`src/rtl/fifo_pkg.sv`:
```
// Shared helpers for the single-clock FIFO: width functions and the elaboration-time
// parameter legality check.
package fifo_pkg;

    // Read-side behaviour selected by the FWFT parameter.
    typedef enum logic {
        RD_REGISTERED = 1'b0,
        RD_SHOW_AHEAD = 1'b1
    } rd_mode_e;

    localparam int MIN_DEPTH = 2;

    function automatic int fifo_level_w(input int depth);
        return $clog2(depth + 1);
    endfunction

    function automatic int fifo_ptr_w(input int max);
        return (max > 1) ? $clog2(max) : 1;
    endfunction

    function automatic bit fifo_params_ok(input int depth, input int af_thresh,
                                          input int ae_thresh);
        return (depth >= MIN_DEPTH) &&
               (af_thresh >= 1) && (af_thresh <= depth) &&
               (ae_thresh >= 0) && (ae_thresh <= depth - 1);
    endfunction

    function automatic rd_mode_e fifo_rd_mode(input int fwft);
        return (fwft != 0) ? RD_SHOW_AHEAD : RD_REGISTERED;
    endfunction

endpackage

```
`src/rtl/fifo_wrap_ptr.sv`:
```
// Modulo-MAX pointer for the FIFO storage array; wraps by explicit compare so any
// MAX >= 2 is supported, not only powers of two.
module fifo_wrap_ptr
    import fifo_pkg::*;
#(
    parameter int MAX = 16,
    localparam int PW = fifo_ptr_w(MAX)
) (
    input  logic          clk,
    input  logic          rst,
    input  logic          clr,
    input  logic          inc,
    output logic [PW-1:0] ptr
);

    localparam logic [PW-1:0] LAST = PW'(MAX - 1);

    always_ff @(posedge clk) begin
        if (rst || clr) begin
            ptr <= '0;
        end else if (inc) begin
            ptr <= (ptr == LAST) ? '0 : ptr + 1'b1;
        end
    end

endmodule

```
`src/rtl/sync_fifo.sv`:
```
// Single-clock FIFO with arbitrary depth, registered or show-ahead read, programmable
// almost-full/almost-empty thresholds, fill level, synchronous flush and sticky errors.
module sync_fifo
    import fifo_pkg::*;
#(
    parameter int DATA_WIDTH = 32,
    parameter int DEPTH      = 16,
    parameter int FWFT       = 0,
    parameter int AF_THRESH  = DEPTH - 2,
    parameter int AE_THRESH  = 1,
    localparam int LW        = fifo_level_w(DEPTH)
) (
    input  logic                  clk,
    input  logic                  rst,
    input  logic                  clr,
    input  logic                  wr_en,
    input  logic [DATA_WIDTH-1:0] wr_data,
    output logic                  wr_full,
    output logic                  wr_almost_full,
    output logic                  wr_overflow,
    input  logic                  rd_en,
    output logic [DATA_WIDTH-1:0] rd_data,
    output logic                  rd_valid,
    output logic                  rd_empty,
    output logic                  rd_almost_empty,
    output logic                  rd_underflow,
    output logic [LW-1:0]         level
);

    localparam int       PW      = fifo_ptr_w(DEPTH);
    localparam rd_mode_e RD_MODE = fifo_rd_mode(FWFT);

    localparam logic [LW-1:0] DEPTH_L = LW'(DEPTH);
    localparam logic [LW-1:0] AF_L    = LW'(AF_THRESH);
    localparam logic [LW-1:0] AE_L    = LW'(AE_THRESH);

    if (!fifo_params_ok(DEPTH, AF_THRESH, AE_THRESH)) begin : g_param_check
        $fatal(1, "sync_fifo: illegal DEPTH/AF_THRESH/AE_THRESH combination");
    end

    logic [DATA_WIDTH-1:0] mem [DEPTH];
    logic [PW-1:0]         wr_ptr;
    logic [PW-1:0]         rd_ptr;
    logic                  push;
    logic                  pop;

    // Flags come straight from the registered level so they settle one cycle after
    // the push or pop that moved it.
    assign wr_full         = (level == DEPTH_L);
    assign rd_empty        = (level == '0);
    assign wr_almost_full  = (level >= AF_L);
    assign rd_almost_empty = (level <= AE_L);

    // A flush or reset cycle suppresses both sides so nothing half-completes.
    assign push = wr_en && !wr_full  && !clr && !rst;
    assign pop  = rd_en && !rd_empty && !clr && !rst;

    fifo_wrap_ptr #(.MAX(DEPTH)) u_wr_ptr (
        .clk (clk),
        .rst (rst),
        .clr (clr),
        .inc (push),
        .ptr (wr_ptr)
    );

    fifo_wrap_ptr #(.MAX(DEPTH)) u_rd_ptr (
        .clk (clk),
        .rst (rst),
        .clr (clr),
        .inc (pop),
        .ptr (rd_ptr)
    );

    always_ff @(posedge clk) begin
        if (rst || clr) begin
            level <= '0;
        end else begin
            case ({push, pop})
                2'b10:   level <= level + 1'b1;
                2'b01:   level <= level - 1'b1;
                default: level <= level;
            endcase
        end
    end

    // Sticky error flags survive a flush; only reset clears them.
    always_ff @(posedge clk) begin
        if (rst) begin
            wr_overflow  <= 1'b0;
            rd_underflow <= 1'b0;
        end else if (!clr) begin
            if (wr_en && wr_full) begin
                wr_overflow <= 1'b1;
            end
            if (rd_en && rd_empty) begin
                rd_underflow <= 1'b1;
            end
        end
    end

    always_ff @(posedge clk) begin
        if (push) begin
            mem[wr_ptr] <= wr_data;
        end
    end

    if (RD_MODE == RD_SHOW_AHEAD) begin : g_show_ahead
        // Head word is presented combinationally; zero while empty keeps the reset
        // value of rd_data well defined despite the unreset storage.
        assign rd_data  = rd_empty ? '0 : mem[rd_ptr];
        assign rd_valid = !rd_empty;
    end else begin : g_registered
        logic [DATA_WIDTH-1:0] rd_data_q;
        logic                  rd_valid_q;

        always_ff @(posedge clk) begin
            if (rst) begin
                rd_data_q  <= '0;
                rd_valid_q <= 1'b0;
            end else if (clr) begin
                rd_valid_q <= 1'b0;
            end else begin
                rd_valid_q <= pop;
                if (pop) begin
                    rd_data_q <= mem[rd_ptr];
                end
            end
        end

        assign rd_data  = rd_data_q;
        assign rd_valid = rd_valid_q;
    end

endmodule

```
`config.mk`:
```
export PLATFORM = sky130hd
export DESIGN_NAME = sync_fifo
export DESIGN_NICKNAME = d
export VERILOG_FILES = /design/src/rtl/fifo_pkg.sv /design/src/rtl/fifo_wrap_ptr.sv /design/src/rtl/sync_fifo.sv
export SDC_FILE = /design/constraint.sdc
export NUM_CORES = 1
export LEC_CHECK = 0
export CAP_MARGIN = 20
export CORE_UTILIZATION = 25
export DETAILED_ROUTE_END_ITERATION = 8
export GPL_ROUTABILITY_DRIVEN = 0
export HOLD_SLACK_MARGIN = 0.12
export PLACE_DENSITY_LB_ADDON = 0.15
export SKIP_CTS_REPAIR_TIMING = 1
export SLEW_MARGIN = 20
export SYNTH_ARGS = -nofsm -noshare
export SYNTH_HDL_FRONTEND = slang
export SYNTH_HIERARCHICAL = 1
export SYNTH_SLANG_ARGS = --single-unit
```
`constraint.sdc`:
```
create_clock -name clk -period 5.6 [get_ports clk]
set_input_delay 1.12 -clock clk [delete_from_list [all_inputs] [get_ports clk]]
set_output_delay 1.12 -clock clk [all_outputs]
set_load 0.1 [all_outputs]
```
==> results.md <==
* Status: completed
* Number of global-route vias before repair at 10850
* Min Tclk post-route at 4272 ps
* Routed WL per cell at 22.48 um
* Slew @ Worst Pin at 1073 ps
* GRT Overall Usage at 12.20%
* Leakage Power at 0.007740 uW
* Maxcap violations at 0
* Finish-stage setup viols at 0
* Arr. time, crit path at 3150 ps
* Initial DRC count at 511
* Fmax at 0.2341 GHz
* Fin. Hold Viols at 0
* CP bufs+invs at 3
* Clock-pin slew on the worst setup and hold paths at 60 ps
* Max incr delay on CP at 1130 ps
* Worst endpoint required time at 4480 ps
* Syn nets at 1010
* DIE WIDTH at 293.6 um
* Ranking of synthesized cells by area: edfxtp_1 72%, mux4_2 14%, dfxtp_1 4.5%
* Post-synthesis sequential area ratio at 76.84%
* Vias per std cell at 4.294
* Routed WL at 51480 um
* Most instantiated cells after synthesis: 512 x edfxtp_1, 128 x mux4_2, 53 x nor2_1
* Unique masters post-synth at 41
* Most common cell in the synthesized netlist: edfxtp_1
* Final cell count without fillers at 2290
* Setup tns final at 0 ps
* Num rows at 106
* Critical path, cell by cell: inv_1 > ha_1 > or4bb_2 > inv_1 > clkdlybuf4s50_1
* IO buf count at 80
* Clock Skews at 22.56 ps
* Worst Setup Start Kind: flop
* First-pass GRT wire length at 75840 um
* Post-synth top area cell: edfxtp_1
* Cell mode on critical path: inv_1
* Syn Inst Count at 965
* # clock sinks at 560
* CTS tree: built
* Main flop type after synthesis: edfxtp_1
* Tcrit/Tclk final at 76.29%
* Synthesized area per cell at 22.03 sq um
* Gr ovfl total at 0
* Hpwl dp at 30950 um
* Maximum root-to-sink buffer count at 3
* Starting Density at 25.32%
* Crit-path slowest cell: clkdlybuf4s50_1
* Largest net degree at the start of global routing at 62
* Power density cells at 347.5 nW/um^2
* DR DRC count at 0
* Slew Limit Fails at 0
* Core Footprint at 83950 sq um
* CTS H-tree depth at 3
* Initial antenna violation count at 0
* Nets at 1148
* Io pins at 81
* Cell family with most CP delay: buffers and inverters
* Post-layout util at 30.77%
* Worst vdd ir at 0.0001725 V
* Crit-path max FO at 7
* Drt first pass iters at 4
* Hold Path Class: flop to flop
* Worst-Skew Late Latency at 590 ps
* Vias post-DR at 9833
* Relative slew slack at 28.44%
* Layout area overhead at 21.52%
* RSZ-0062 raised after global routing: no
* Flops & latches, synth at 560
* FILL cells at 8079
* Clock root buffer: clkbuf_16
* Layout cells sized above 1 at 28.14%
* Hold WS at 469.3 ps
* Post-synth top area share at 72.32%
* Post-synth EDFFs at 512
* Die height at 293.6 um
* Die footprint at 86210 sq um
* Dpl cells at 2168
* WS Path Type: flop to primary output
* Post-route antenna net violation count at 0
* Asr flop ratio synth at 0%
* Synth Warn # at 6
* Cell Area, Synth at 21260 sq um
* Num CTS Buffers at 67
* Crit end category: primary output
[metal layers]
metal | track usage (%) | routed length [um] | part of all wire (%) | up-vias
li1 | - | - | - | 4348
met1 | 15.53 | 22340 | 43 | 5231
met2 | 20.96 | 26060 | 51 | 176
met3 | 2.296 | 1823 | 3.5 | 78
met4 | 3.747 | 1258 | 2.4 | 0
met5 | 0 | 0 | 0 | -
[power by group]
group | internal, uW | switching (uW)
combinational | 52.3 | 132
sequential | 4570 | 5.84
clock | 2530 | 1690
[cell families after synthesis]
logic type / count (synthesis) / share of synthesized area, %
compound gates: 48 / 1.983
xor+xnor: 6 / 0.2472
fa+ha+maj: 8 / 0.4708
buf+inv: 52 / 1.189
flops: 560 / 76.84
mux: 195 / 16.90
simple gates: 96 / 2.372
[path summary, 6_finish.rpt]
path,from,to,slack [ps],depth (start not counted)
worst max-delay path,level[1]$_SDFFE_PP0P_,wr_full,1330,5
worst min-delay path,rd_underflow$_SDFFE_PP0P_,rd_underflow$_SDFFE_PP0P_,470,2
worst max register to register,level[0]$_SDFFE_PP0P_,mem[11][6]$_DFFE_PP_,2440,8
worst min register to register,rd_underflow$_SDFFE_PP0P_,rd_underflow$_SDFFE_PP0P_,470,2
[cell type report]
type / instances / area, sq um / area share, %
Antenna cell: 1 / 2.502 / 0.009686
Inverter: 6 / 22.52 / 0.08717
Clock buffer: 93 / 1908 / 7.385
Clock inverter: 28 / 255.2 / 0.9879
Tap cell: 1134 / 1419 / 5.492
Multi-Input combinational cell: 353 / 4793 / 18.55
Timing Repair Buffer: 115 / 1089 / 4.213
Sequential cell: 560 / 16350 / 63.27
[registers in the layout, summed over array words and instances (netlist names)]
signal / cells
u_wr_ptr/ptr: 4
rd_data: 32
u_rd_ptr/ptr: 4
wr_overflow: 1
rd_underflow: 1
rd_valid: 1
level: 5
mem: 512
[stage by stage]
step                setup slack, ps  total power, uW  area, sq um
CTS                            1267             9123        25830
global route                   1146             9282        25830
floorplan                     308.2             4733        21260
finish                         1328             8979        25840
detailed placement             1104             4855        23670
global placement               1216             4853        23670
[layout by cell type (no fill, tap or decap), types with 16 or more instances in the layout]
cell             synthesis  routed
edfxtp_1               512     512
mux4_2                 128     128
clkdlybuf4s50_1          0      80
clkbuf_16                0      70
dfxtp_1                 48      45
nor2_1                  53      41
mux2i_1                 35      35
buf_4                    0      33
mux2_2                  32      32
a221o_1                 30      30
clkbuf_1                21      16
[worst min-delay path: cells and delay by family (launching register included)]
| family | cells | cell delay [ps] |
|---|---|---|
| AND/OR/NAND/NOR | 1 | 70 |
| AO/OA/AOI/OAI | 1 | 40 |
| flip-flops | 1 | 330 |
Note: power is estimated with default switching activity, not from simulation.
